## src/rtl/trace_cmd_sequencer_pkg.sv

```systemverilog
// Shared cache-specification constants and types for the trace command path.
package cache_specs;

  localparam int Command_size = 4;
  localparam int address_bits = 32;

  // Command code the statistics block treats as "no operation".
  localparam logic [Command_size-1:0] NOP_CMD = Command_size'(7);

  // One parsed trace line as buffered by the sequencer.
  typedef struct packed {
    logic                    last;
    logic [Command_size-1:0] cmd;
    logic [address_bits-1:0] addr;
  } trace_entry_t;

  typedef enum logic [1:0] {
    IDLE   = 2'd0,
    ISSUE  = 2'd1,
    BUBBLE = 2'd2,
    DONE   = 2'd3
  } seq_state_t;

  // Codes the statistics block understands; everything else is dropped.
  function automatic logic is_legal_cmd(input logic [Command_size-1:0] c);
    return (c <= Command_size'(6)) || (c == Command_size'(8)) || (c == Command_size'(9));
  endfunction

endpackage

```

## src/rtl/trace_cmd_sequencer_fifo.sv

```systemverilog
// Synchronous FIFO with extra-MSB pointers; head data is read combinationally.
module trace_fifo #(
  parameter int WIDTH = 8,
  parameter int DEPTH = 8
) (
  input  logic             clk,
  input  logic             rst,
  input  logic             i_push,
  input  logic [WIDTH-1:0] i_wdata,
  input  logic             i_pop,
  output logic [WIDTH-1:0] o_rdata,
  output logic             o_full,
  output logic             o_empty
);

  localparam int AW = $clog2(DEPTH);

  logic [AW:0]      r_wptr;
  logic [AW:0]      r_rptr;
  logic [WIDTH-1:0] r_mem [DEPTH];
  logic             w_do_push;
  logic             w_do_pop;

  assign o_empty   = (r_wptr == r_rptr);
  assign o_full    = (r_wptr[AW] != r_rptr[AW]) && (r_wptr[AW-1:0] == r_rptr[AW-1:0]);
  // A push is refused while full even if a pop happens in the same cycle.
  assign w_do_push = i_push && !o_full;
  assign w_do_pop  = i_pop && !o_empty;
  assign o_rdata   = r_mem[r_rptr[AW-1:0]];

  // Pointer update; reset empties the FIFO.
  always_ff @(posedge clk) begin
    if (rst) begin
      r_wptr <= '0;
      r_rptr <= '0;
    end else begin
      if (w_do_push) r_wptr <= r_wptr + 1'b1;
      if (w_do_pop)  r_rptr <= r_rptr + 1'b1;
    end
  end

  // Storage write; contents need no reset because the pointers gate visibility.
  always_ff @(posedge clk) begin
    if (w_do_push) r_mem[r_wptr[AW-1:0]] <= i_wdata;
  end

endmodule

```

## src/rtl/trace_cmd_sequencer.sv

```systemverilog
// Replays buffered trace entries to the statistics block, one command at a
// time, with a NOP bubble after each so repeated commands register as events.
// Handshake: an entry transfers on a rising edge where in_valid && in_ready;
// in_ready depends only on registered state and rst, never on in_valid.
module trace_cmd_sequencer
  import cache_specs::*;
#(
  parameter int DEPTH       = 8,
  parameter int HOLD_CYCLES = 1
) (
  input  logic                    clk,
  input  logic                    rst,
  input  logic                    in_valid,
  output logic                    in_ready,
  input  logic [Command_size-1:0] in_cmd,
  input  logic [address_bits-1:0] in_addr,
  input  logic                    in_last,
  output logic [Command_size-1:0] command,
  output logic [address_bits-1:0] address,
  output logic                    eof,
  output logic [31:0]             issued_count,
  output logic [15:0]             err_count,
  output seq_state_t              o_dbg_state
);

  localparam int HW = (HOLD_CYCLES > 1) ? $clog2(HOLD_CYCLES) : 1;

  seq_state_t              r_state;
  logic [Command_size-1:0] r_cmd;
  logic [address_bits-1:0] r_addr;
  logic [HW-1:0]           r_hold;
  logic                    r_last;
  logic                    r_eof;
  logic                    r_sealed;
  logic [31:0]             r_issued;
  logic [15:0]             r_err;

  seq_state_t              w_state_nxt;
  logic [Command_size-1:0] w_cmd_nxt;
  logic [address_bits-1:0] w_addr_nxt;
  logic [HW-1:0]           w_hold_nxt;
  logic                    w_last_nxt;
  logic                    w_eof_nxt;
  logic                    w_issue_inc;
  logic                    w_err_inc;
  logic                    w_pop;
  logic                    w_push;
  logic                    w_full;
  logic                    w_empty;
  trace_entry_t            w_head;

  assign in_ready     = !w_full && !r_sealed && !rst;
  assign w_push       = in_valid && in_ready;
  assign command      = r_cmd;
  assign address      = r_addr;
  assign eof          = r_eof;
  assign issued_count = r_issued;
  assign err_count    = r_err;
  assign o_dbg_state  = r_state;

  trace_fifo #(
    .WIDTH($bits(trace_entry_t)),
    .DEPTH(DEPTH)
  ) u_fifo (
    .clk     (clk),
    .rst     (rst),
    .i_push  (w_push),
    .i_wdata ({in_last, in_cmd, in_addr}),
    .i_pop   (w_pop),
    .o_rdata (w_head),
    .o_full  (w_full),
    .o_empty (w_empty)
  );

  // Next-state and next-output decode; outputs are registered so the
  // command seen downstream is glitch-free.
  always_comb begin
    w_state_nxt = r_state;
    w_cmd_nxt   = r_cmd;
    w_addr_nxt  = r_addr;
    w_hold_nxt  = r_hold;
    w_last_nxt  = r_last;
    w_eof_nxt   = r_eof;
    w_issue_inc = 1'b0;
    w_err_inc   = 1'b0;
    w_pop       = 1'b0;
    case (r_state)
      IDLE: begin
        w_cmd_nxt = NOP_CMD;
        if (!w_empty) begin
          w_pop = 1'b1;
          if (is_legal_cmd(w_head.cmd)) begin
            w_cmd_nxt   = w_head.cmd;
            w_addr_nxt  = w_head.addr;
            w_hold_nxt  = '0;
            w_last_nxt  = w_head.last;
            w_issue_inc = 1'b1;
            w_state_nxt = ISSUE;
          end else begin
            // Dropped entry: outputs untouched, but a final illegal line still ends the trace.
            w_err_inc = 1'b1;
            if (w_head.last) begin
              w_state_nxt = DONE;
              w_eof_nxt   = 1'b1;
            end
          end
        end
      end
      ISSUE: begin
        if (r_hold == HW'(HOLD_CYCLES - 1)) begin
          w_cmd_nxt   = NOP_CMD;
          w_state_nxt = BUBBLE;
        end else begin
          w_hold_nxt = r_hold + 1'b1;
        end
      end
      BUBBLE: begin
        if (r_last) begin
          w_state_nxt = DONE;
          w_eof_nxt   = 1'b1;
        end else begin
          w_state_nxt = IDLE;
        end
      end
      DONE: begin
        w_cmd_nxt = NOP_CMD;
        w_eof_nxt = 1'b1;
      end
      default: w_state_nxt = IDLE;
    endcase
  end

  // State, output and saturating counter registers.
  always_ff @(posedge clk) begin
    if (rst) begin
      r_state  <= IDLE;
      r_cmd    <= NOP_CMD;
      r_addr   <= '0;
      r_hold   <= '0;
      r_last   <= 1'b0;
      r_eof    <= 1'b0;
      r_sealed <= 1'b0;
      r_issued <= '0;
      r_err    <= '0;
    end else begin
      r_state  <= w_state_nxt;
      r_cmd    <= w_cmd_nxt;
      r_addr   <= w_addr_nxt;
      r_hold   <= w_hold_nxt;
      r_last   <= w_last_nxt;
      r_eof    <= w_eof_nxt;
      r_sealed <= r_sealed | (w_push && in_last);
      if (w_issue_inc && (r_issued != '1)) r_issued <= r_issued + 32'd1;
      if (w_err_inc && (r_err != '1))      r_err    <= r_err + 16'd1;
    end
  end

endmodule
```

## config.mk

```make
export PLATFORM = sky130hd
export DESIGN_NAME = trace_cmd_sequencer
export DESIGN_NICKNAME = d
export VERILOG_FILES = /design/src/rtl/trace_cmd_sequencer_pkg.sv /design/src/rtl/trace_cmd_sequencer_fifo.sv /design/src/rtl/trace_cmd_sequencer.sv
export SDC_FILE = /design/constraint.sdc
export NUM_CORES = 1
export LEC_CHECK = 0
export CORE_MARGIN = 2
export CORE_UTILIZATION = 45
export CTS_CLUSTER_DIAMETER = 40
export DETAILED_ROUTE_END_ITERATION = 8
export PLACE_DENSITY = 0.63
export SYNTH_ARGS = -nofsm -noshare
export SYNTH_HDL_FRONTEND = slang
export SYNTH_HIERARCHICAL = 1
export SYNTH_SLANG_ARGS = --single-unit
```

## constraint.sdc

```tcl
create_clock -name clk -period 7.02 [get_ports clk]
set_input_delay 0.702 -clock clk [delete_from_list [all_inputs] [get_ports clk]]
set_output_delay 0.702 -clock clk [all_outputs]
set_load 0.03 [all_outputs]
```

==> results of run 1 <==
-- where the power goes --
part           switching, mW  internal (mW)  leakage [nW]
Clock                   1.05           1.79         0.940
Combinational          0.261          0.189          1.80
Sequential            0.0355           2.57          3.48
Total                   1.34           4.55          6.22
-- cells by family after synthesis --
| family | Yosys count | share of synthesized area |
|---|---|---|
| flip-flops | 396 | 0.684 |
| adder cells (fa/ha/maj) | 8 | 0.00628 |
| multiplexers | 129 | 0.143 |
| AO/OA/AOI/OAI | 124 | 0.0476 |
| AND/OR/NAND/NOR | 270 | 0.0898 |
| buffers and inverters | 60 | 0.0204 |
| XOR/XNOR | 17 | 0.00935 |
-- how the worst max path moves through the flow --
stage	startpoint	endpoint	depth (start not counted)
after floorplan	u_fifo/r_wptr[0]$_SDFFE_PP0P_	u_fifo/r_mem[3][0]$_DFFE_PP_	7
after global placement	flop	issued_count[30]$_SDFFE_PP0P_	8
after detailed placement	flop	issued_count[30]$_SDFFE_PP0P_	8
after CTS	flop	issued_count[30]$_SDFFE_PP0P_	8
after global routing	flop	issued_count[30]$_SDFFE_PP0P_	8
final	flop	issued_count[30]$_SDFFE_PP0P_	8
-- cell usage in the layout (no fill, tap or decap), types with 4 or more instances in the layout --
cell type and count:
mux4_2 74, nor2b_1 11, or3_1 18, edfxtp_1 296
buf_4 17, nor2_1 32, xor2_1 10, mux2i_1 7
ha_1 8, xnor2_1 7, clkdlybuf4s50_1 126, o21ai_0 18
clkinv_2 12, or4_1 11, o31ai_1 10, nand2_1 90
and4_1 6, a41oi_1 4, bufinv_16 8, nand4_1 15
and3_1 5, nor3_1 11, clkinv_1 4, nor4_1 5
nand2b_1 9, and2_1 9, clkbuf_16 57, clkinvlp_4 6
mux2_2 46, inv_6 6, nand3_1 22, dfxtp_1 97
inv_1 7, a21oi_1 63
-- through the flow --
stage | hold slack [ns] | std cells | total power [mW] | cell area (sq um)
6_report | 0.448 | 1651 | 5.89 | 19600
5_1_grt | 0.475 | 1651 | 6.11 | 19600
4_1_cts | 0.446 | 1651 | 5.96 | 19600
3_5_place_dp | 0.438 | 1549 | 3.10 | 17700
3_3_place_gp | 0.437 | 1549 | 3.10 | 17700
2_1_floorplan | 0.438 | 1004 | 2.94 | 15900
-- area by class of cell --
class / instances / area (sq um) / area share
Clock buffer: 60 / 1440 / 0.0734
Clock inverter: 42 / 498 / 0.0254
Inverter: 7 / 26.3 / 0.00134
Multi-Input combinational cell: 548 / 4770 / 0.243
Sequential cell: 396 / 10900 / 0.556
Tap cell: 455 / 569 / 0.0291
Timing Repair Buffer: 143 / 1390 / 0.0709
-- synth_stat cells, types with 9 or more instances --
master | number | area share
or3_1 | 18 | 0.0071
mux2_2 | 46 | 0.033
o31ai_1 | 10 | 0.0047
dfxtp_1 | 100 | 0.13
edfxtp_1 | 296 | 0.56
nand2_1 | 90 | 0.021
nand3_1 | 23 | 0.0072
clkbuf_1 | 21 | 0.0049
a21oi_1 | 63 | 0.020
xor2_1 | 10 | 0.0055
o21ai_0 | 18 | 0.0057
and2_1 | 9 | 0.0035
nor3_1 | 13 | 0.0041
nor2_1 | 33 | 0.0078
nand2b_1 | 9 | 0.0035
nor2b_1 | 11 | 0.0043
nand4_1 | 15 | 0.0059
or4_1 | 11 | 0.0052
mux4_2 | 74 | 0.10
buf_6 | 10 | 0.0071
buf_1 | 10 | 0.0024
-- worst register-to-register path, delay by kind of cell (launching register included) --
family                 cells  cell delay, ns
muxes                      2            0.90
DFF                        1            0.66
and+or+nand+nor            3            1.41
AOI/OAI and AO/OA          2            0.43
buffers and inverters      1            0.45
-- layer usage --
layer	GRT usage	routed length [microns]	vias up
li1	-	-	4244
met1	0.253	15300	4612
met2	0.293	15500	215
met3	0.0353	1720	53
met4	0.0628	710	2
met5	0	10	-
-- sequential cells by signal (all words and copies together) (netlist names), 2 cells and up, named ones only --
| signal | cells |
|---|---|
| command | 4 |
| address | 32 |
| u_fifo/r_wptr | 4 |
| u_fifo/r_mem | 296 |
| o_dbg_state | 2 |
| issued_count | 32 |
| u_fifo/r_rptr | 4 |
| err_count | 16 |
==> summary by stage, run 1 <==
CTS
The worst-skew pair later-pin latency is 0.59 ns. TritonCTS built the clock tree. The buffer cell driving the clock tree root is clkbuf_16. The number of gates resized after CTS was 0.

After clock tree synthesis, the setup repair step added 0 buffers. The maximum clock path buffer count is 3. Counting every sink on the clock net gives 396. Clock tree synthesis inserted a total of 54 buffers. In this run, post-CTS hold repair placed 0 buffers.

The clock tree synthesis step divided the H-tree into 2 levels. After clock tree synthesis, the clock-pin slew on the worst setup and hold paths is 0.05 ns.

Placed design
The HPWL after detailed placement is 18.7 mm. Timing analysis after detailed placement gives a worst setup slack of 3.04 ns. The count of port buffers added during placement is 127. The final weighted congestion in routability-driven placement is 0.760.

Timing
The final critical delay including setup and external delays is 3.90 ns. The worst-case headroom to the max-slew limit is 0.301. Setup repair after global routing left no endpoint under its margin. The fmax is 0.256 GHz. The clock arrives with 0.0386 ns of skew.

The worst-margin pin slew is 1.05 ns. The final max-slew violation count is 0. The setup total negative slack is 0 ns.

After layout, the worst setup slack is 3.12 ns. Of the available clock period, the critical path in the final layout requires 0.556. The number of hold violations in the final report came to 0.

Setup violations remaining at the end of the flow were counted as 0.

Global route
Entering global routing, the biggest net connects 61 pins. The number of antenna violations at the first check in global routing is 1. The first global-routing pass estimated 51.5 mm of wire. The via count of the first global-routing pass is 9200.

The total global routing overflow is 0. The global-route total usage across every layer is 0.183.

Logic synthesis
After synthesis, the share of flip-flops with an asynchronous set or reset is 0. The cell area after synthesis is 15900 sq um. The count of distinct cell types in the synthesized netlist is 62.

For this run, the leading register cell type out of synthesis is edfxtp_1. The share of the Yosys chip area taken by registers is 0.684. In this run, synthesis produced a sequential element count of 396. The number of nets in the synthesized netlist is 1052.

The mean cell area of the mapped netlist is 15.9 sq um. In this run, synthesis inferred 296 flip-flops with an integrated enable. The post-synthesis instance total is 1004.

The total of warnings raised by yosys is 6.

Power
The reported leakage power is 6.22 nW. The ratio of total power to cell area is 301 nW/um^2. The worst-case IR drop observed on VDD is 0.000201 V.

Setup path
The reg-to-reg setup timing slack is 3.12 ns. The worst setup path is of the flop to flop kind. Data arrives at the worst endpoint at 4.42 ns. Along the worst path, the maximum fanout reaches 29. STA classifies the critical path endpoint as a flop.

The worst reg2reg path endpoint is issued_count[30]$_SDFFE_PP0P_. STA puts the critical path data required time at 7.54 ns. Traced cell by cell, the critical path runs through mux4_2 > mux2_2 > o21ai_2 > and3_2 > buf_4 > nand4_2 > or4_1 > a21oi_1. The cell family contributing the most delay on the critical path is simple AND/OR/NAND/NOR gates. In this design, the stage delay of the slowest critical-path cell is 0.66 ns. The worst setup path is launched from a flop. The logic depth of the worst register-to-register path is 8. The critical path's slowest cell is dfxtp_4. Together, buffers and inverters on the worst path number 1.

Cells and area
In the final layout, the share of cells above drive strength 1 is 0.222. The antenna diode instance count is 0. The filler cell count in the final layout is 2774. The number of nets in the layout is 1198. The final core utilization is 0.564.

The layout overhead on the synthesized area is 22.9%.

Drt
The number of violations reported at the end of detailed-routing iteration 0 is 617. In this run the remaining antenna-violating nets after routing total 0. The total length of routed wires is 33.2 mm. Dividing the detail-routed wire length by the instance count gives 20.1 microns.

The total number of vias is 9126. In the routed design, unresolved DRC markers number 0. After detailed routing, the number of vias per cell comes to 5.53. The number of detailed-route iterations in the first pass is 5.

Die
The die covers 36900 sq um. The floorplan step defined a core boundary enclosing 34700 sq um. The effective utilization at floorplan is 0.459. The die height is 192 microns.

The initialized floorplan defines 68 standard-cell rows. During I/O placement, the number of pins put on the boundary was 128. The die span in x is 192 microns.

Outcome
The run finished with clean final reports.

Hold path
The path with the worst hold slack has its endpoint at eof$_SDFFE_PP0P_. The class of the tightest hold or removal check is flop to flop. In this run the most critical hold path is launched from eof$_SDFFE_PP0P_. Counting instances, the worst hold path has a depth of 2.

Job
Across the run, the number of max-cap violations was 0.
Note: power is estimated with default switching activity, not from simulation.
==> inputs of run 2 (changes only) <==
- PLACE_DENSITY: 0.63 -> 0.66
- clock period: 7.02 -> 3.1 ns (I/O delays scaled with it)
==> summary by stage, run 2 (same netlist as run 1, synthesis figures left out) <==
Outcome
The run finished with clean final reports.

Drt
The number of violations reported at the end of detailed-routing iteration 0 came to 607 (-1.6%). The post-route DRC violation count is 0 (unchanged). The per-cell routed wire length came to 19.9 microns (-1.2%). The mean number of vias per cell is 5.58 (+0.99%). The routed metal-1 wirelength came to 14.8 mm (-2.9%). The number of detailed-route iterations in the first pass came to 7 (+2). The total number of vias was 9239 (+1.2%). The total length of routed wires came to 32.9 mm (-0.92%). The uppermost layer routed is met4. The met2 routed wirelength is 15.7 mm (+1.4%). The routed wire length on met3 was 1.74 mm (+0.99%). The number of antenna-violating nets in the routed design is 0 (unchanged).

Power
The switching power share of the total is 0.229 (+0.000842). The maximum ir drop on the vdd rail came to 0.000433 V (+110%). The total chip power is 12.5 mW (+110%). The internal power of the cells is 9.67 mW (+110%).

The clock share of power is 0.446 (-0.036). The ratio of total power to cell area is 639 nW/um^2 (+110%). The switching power total came to 2.87 mW (+110%). The register share of total power was 0.469 (+0.028). The portion of total power attributed to combinational logic is 0.085 (+0.009). The reported leakage power was 6.18 nW (-0.70%).

CTS
TritonCTS built the clock tree. The CTS H-tree depth is 2 (unchanged). The buffer cell driving the clock tree root is clkbuf_16. The worst-skew pair later-pin latency was 0.56 ns (-0.03 ns). The post-CTS setup repair buffer count is 0 (unchanged). The count of hold buffers inserted by post-cts repair was 0 (unchanged). The clock-pin slew on the worst setup and hold paths is 0.05 ns (about the same). The TritonCTS buffer count came to 48 (-11%).

The clock sink count came to 396 (unchanged). The number of resized instances in the post-cts repair step was 0 (unchanged). The maximum clock path buffer count is 3 (unchanged).

Global route
The global-route total usage across every layer is 0.181 (-0.00234). The total global routing overflow is 0 (unchanged). The number of antenna violations at the first check in global routing came to 1 (unchanged). The first-pass GRT wire length is 51.1 mm (-0.78%). The via count of the first global-routing pass came to 9123 (-0.84%). The pin count of the biggest net entering global routing is 68 (+11%).

Timing
The setup total negative slack is 0 ns (unchanged). The worst clock skew on the final layout is 0.0167 ns (-0.0219 ns). The portion of the clock cycle consumed by the worst path in the final layout came to 0.938 (+0.381). The fmax came to 0.344 GHz (+34%). The setup-violating endpoint count in the final report came to 0 (unchanged).

The number of hold violations in the final report was 0 (unchanged). The worst-case headroom to the max-slew limit was 0.417 (+0.116). The final max-slew violation count is 0 (unchanged).

The final critical delay including setup and external delays is 2.91 ns (-0.998 ns). Setup repair after global routing left no endpoint under its margin. The final hold slack is 0.321 ns (-0.127 ns). The worst-margin pin slew came to 0.875 ns (-0.174 ns).

Cells and area
The filler cell count in the final layout is 2712 (-2.2%). The final core utilization is 0.566 (+0.00159). From synthesis to final layout, the design area changed by 23.3%. The flip-flop count of the largest register, all copies and words added was 296 (unchanged). The number of nets in the layout is 1207 (+0.75%).

The library cells used most frequently in the layout, excluding fill and tap cells, are edfxtp_1, clkdlybuf4s50_1, dfxtp_1. The share of layout cells above drive strength 1 came to 0.229 (+0.00695). The library cell used most frequently in the layout, excluding fill and tap cells, is edfxtp_1.

Placed design
The final weighted congestion in routability-driven placement is 0.770 (+1.3%). The count of port buffers added during placement came to 127 (unchanged). The HPWL after detailed placement is 19.7 mm (+5.4%).

Die
The effective utilization at floorplan is 0.459 (unchanged). The I/O pin count is 128 (unchanged). The overall die area is 36900 sq um (unchanged). The number of placement rows is 68 (unchanged).

The die height is 192 microns (unchanged). The die span in x was 192 microns (unchanged). The area of the core is 34700 sq um (unchanged).

Setup path
The arrival time reported for the critical path endpoint is 3.40 ns (-1.02 ns). The largest driver fanout on the critical path is 20 (-31%). The critical path class is flop to flop.

The endpoint required time on the critical path is 3.59 ns (-3.95 ns). The kind of start point of the critical path is a flop. The element type at the critical path end is a flop. The reg-to-reg setup timing slack was 0.19 ns (-2.92 ns).

Hold path
The worst hold path begins at rst. The path class of the tightest hold or removal check is input port to flop.

Job
The number of max-capacitance violations reported is 0 (unchanged).
==> run 2: changes by cell type in the layout (fill, tap and decap cells not counted), moves of 3 or more <==
cell / before / now
dfxtp_2: 1 / 5
clkinv_1: 4 / 7
clkinv_2: 12 / 8
nor3_4: 0 / 3
clkinv_8: 0 / 3
buf_4: 17 / 24
clkbuf_16: 57 / 48
buf_12: 0 / 8
clkbuf_1: 3 / 7
clkinvlp_4: 6 / 3
xor2_1: 10 / 7
dfxtp_1: 97 / 93
==> run 2: worst paths after layout <==
check                                  end  cells after the start
min                    r_sealed$_SDFF_PP0_                      5
max          issued_count[30]$_SDFFE_PP0P_                      7
min reg2reg               eof$_SDFFE_PP0P_                      2
max reg2reg  issued_count[30]$_SDFFE_PP0P_                      7
==> run 2: stage by stage <==
step                      area [sq um]  worst slack (ns)  cells
after floorplan                  16100            -0.102   1004
after global placement           18000             0.196   1564
after detailed placement         18000             0.169   1564
after CTS                        19600             0.152   1654
after global routing             19600            0.0395   1654
final                            19600             0.194   1655
==> run 2: layout make-up <==
type / count / area (sq um) / area share
Sequential cell: 396 / 10900 / 0.555
Multi-Input combinational cell: 548 / 4920 / 0.250
Timing Repair Buffer: 158 / 1600 / 0.0815
Clock buffer: 56 / 1240 / 0.0632
Tap cell: 455 / 569 / 0.0290
Clock inverter: 34 / 379 / 0.0193
Inverter: 7 / 26.3 / 0.00134
Antenna cell: 1 / 2.50 / 0.000127
==> run 2: critical path: stages (launching register included) <==
cell     delay (ns)
dfxtp_4        0.47
mux4_2         0.53
mux2_2         0.31
o21ai_2        0.16
and3_2         0.48
nand4_2        0.21
or4_1          0.54
a21oi_1        0.14
==> run 2: power groups by stage <==
stage	sequential [mW]	combinational, mW	clock, mW
after floorplan	6.09	0.583	0
after global placement	5.99	1.06	0
after detailed placement	6.00	1.08	0
after CTS	5.89	1.08	5.72
after global routing	5.90	1.15	5.93
final	5.89	1.06	5.59
==> run 2: metal layers <==
layer | GRT usage | up-vias
met5 | 0 | -
met1 | 0.250 | 4683
met3 | 0.0347 | 56
li1 | - | 4264
met4 | 0.0508 | 0
met2 | 0.294 | 236
==> inputs of run 3 (changes only) <==
- CORE_ASPECT_RATIO: unset -> 0.6
==> summary by stage, run 3 (same netlist as run 1, synthesis figures left out) <==
Setup path
The worst setup path is launched from a flop. The critical path class is flop to flop. The endpoint required time on the critical path is 3.56 ns (-0.03 ns). The element type at the critical path end is a flop. The largest driver fanout on the critical path is 15 (-25%). The arrival time reported for the critical path endpoint is 3.28 ns (-0.12 ns).

Drt
The number of antenna-violating nets in the routed design is 0 (unchanged). The number of violations reported at the end of detailed-routing iteration 0 came to 890 (+47%). The number of detailed-route iterations in the first pass is 5 (-2). The mean number of vias per cell is 5.51 (-1.3%). The total number of vias is 9140 (-1.1%). The per-cell routed wire length is 20.5 microns (+3.3%). The total length of routed wires is 34.0 mm (+3.5%). The post-route DRC violation count was 0 (unchanged).

Hold path
The path class of the tightest hold or removal check is input port to flop.

Cells and area
Leaving out fill and tap cells, the most frequent cell in the layout is edfxtp_1. The area growth from synthesis to layout is 22.7%. The share of layout cells above drive strength 1 is 0.229 (+0.000888).

Leaving out fill and tap cells, the most frequent cells in the layout are edfxtp_1, clkdlybuf4s50_1, dfxtp_1. The flip-flop count of the largest register, all copies and words added came to 296 (unchanged). The number of nets in the layout was 1205 (-0.17%).

CTS
The TritonCTS buffer count came to 42 (-13%). The CTS H-tree depth is 2 (unchanged). The tree is rooted in a clkbuf_16.

The maximum clock path buffer count came to 3 (unchanged). The post-CTS setup repair buffer count came to 0 (unchanged). The worst-skew pair later-pin latency is 0.55 ns (about the same). The clock sink count came to 396 (unchanged). The clock-pin slew on the worst setup and hold paths came to 0.06 ns (about the same).

TritonCTS built the clock tree.

Die
The overall die area was 37000 sq um (+0.14%). The die height came to 150 microns (-22%). The die span in x came to 247 microns (+28%). The I/O pin count was 128 (unchanged). The area of the core came to 34900 sq um (+0.67%). The effective utilization at floorplan is 0.456 (-0.00307).

The number of placement rows was 53 (-22%).

Job
The number of max-capacitance violations reported came to 0 (unchanged).

Global route
The total global routing overflow is 0 (unchanged). The global-route total usage across every layer came to 0.185 (+0.00449). The pin count of the biggest net entering global routing is 76 (+12%). The via count of the first global-routing pass is 8940 (-2.0%).

The first-pass GRT wire length is 52.1 mm (+2.0%). The number of antenna violations at the first check in global routing is 0 (-1).

Placed design
The count of port buffers added during placement is 127 (unchanged). The pre-CTS setup slack is 0.174 ns (+0.00520 ns). The final weighted congestion in routability-driven placement is 0.808 (+5.1%).

The HPWL after detailed placement is 20.8 mm (+5.6%).

Timing
The final max-slew violation count is 0 (unchanged). The number of hold violations in the final report was 0 (unchanged). The final critical delay including setup and external delays came to 2.82 ns (-0.0884 ns).

The final critical-path setup slack is 0.282 ns (+0.0884 ns). The portion of the clock cycle consumed by the worst path in the final layout came to 0.909 (-0.0285). The final hold slack was 0.329 ns (+0.00852 ns). Setup repair after global routing left no endpoint under its margin. The setup-violating endpoint count in the final report is 0 (unchanged). The worst-case headroom to the max-slew limit is 0.405 (-0.0120). The fmax came to 0.355 GHz (+3.1%). The worst-margin pin slew is 0.893 ns (+0.0179 ns). The worst clock skew on the final layout was 0.0199 ns (+0.00328 ns).

Power
The maximum ir drop on the vdd rail is 0.000370 V (-14%). The reported leakage power was 6.11 nW (-1.1%). The ratio of total power to cell area is 624 nW/um^2 (-2.2%).

Outcome
The run finished with clean final reports.
## run 3: worst paths after layout
kind	from	to	slack [ns]	cells past startpoint
hold reg to reg	eof$_SDFFE_PP0P_	eof$_SDFFE_PP0P_	0.45	2
setup reg to reg	flop	issued_count[30]$_SDFFE_PP0P_	0.28	7
hold / removal	rst	err_count[6]$_SDFFE_PP0P_	0.33	3
setup / recovery	flop	issued_count[30]$_SDFFE_PP0P_	0.28	7
## run 3: stage by stage
step | area (sq um) | setup TNS (ns) | power [mW] | util | instances
after floorplan | 16100 | -10.59 | 6.68 | - | 1004
after global placement | 18100 | 0 | 7.08 | 0.517 | 1580
after detailed placement | 18100 | 0 | 7.09 | 0.517 | 1580
after CTS | 19500 | 0 | 12.3 | 0.559 | 1657
after global routing | 19500 | 0 | 12.6 | 0.559 | 1657
final | 19500 | 0 | 12.2 | 0.559 | 1658
## run 3: critical path, stage by stage (launching register included)
cell     delay (ns)
dfxtp_4        0.47
mux4_2         0.53
mux2_2         0.32
o21ai_2        0.20
and3_4         0.35
nand4_2        0.17
or4_1          0.54
a21oi_1        0.15
## run 3: layer usage
layer / track usage / part of all wire
met3: 0.0352 / 0.054
met1: 0.280 / 0.47
met5: 0 / 0
met4: 0.0458 / 0.015
met2: 0.278 / 0.46
## run 3: what timing repair did
item                       4_1_cts  5_1_grt
gates resized for setup          0        1
hold buffers                     0        0
setup endpoints to repair        0        1
## run 3: power breakdown
part,switching (mW),internal (mW)
Clock,2.13,3.11
Combinational,0.623,0.466
Sequential,0.0749,5.80
Total,2.82,9.38
## run 3: layout make-up
class	instances	area, sq um
Clock buffer	52	1150
Tap cell	467	584
Inverter	7	26.3
Clock inverter	25	324
Antenna cell	1	2.50
Timing Repair Buffer	162	1630
Multi-Input combinational cell	548	4920
Fill cell	2723	15400
Sequential cell	396	10900
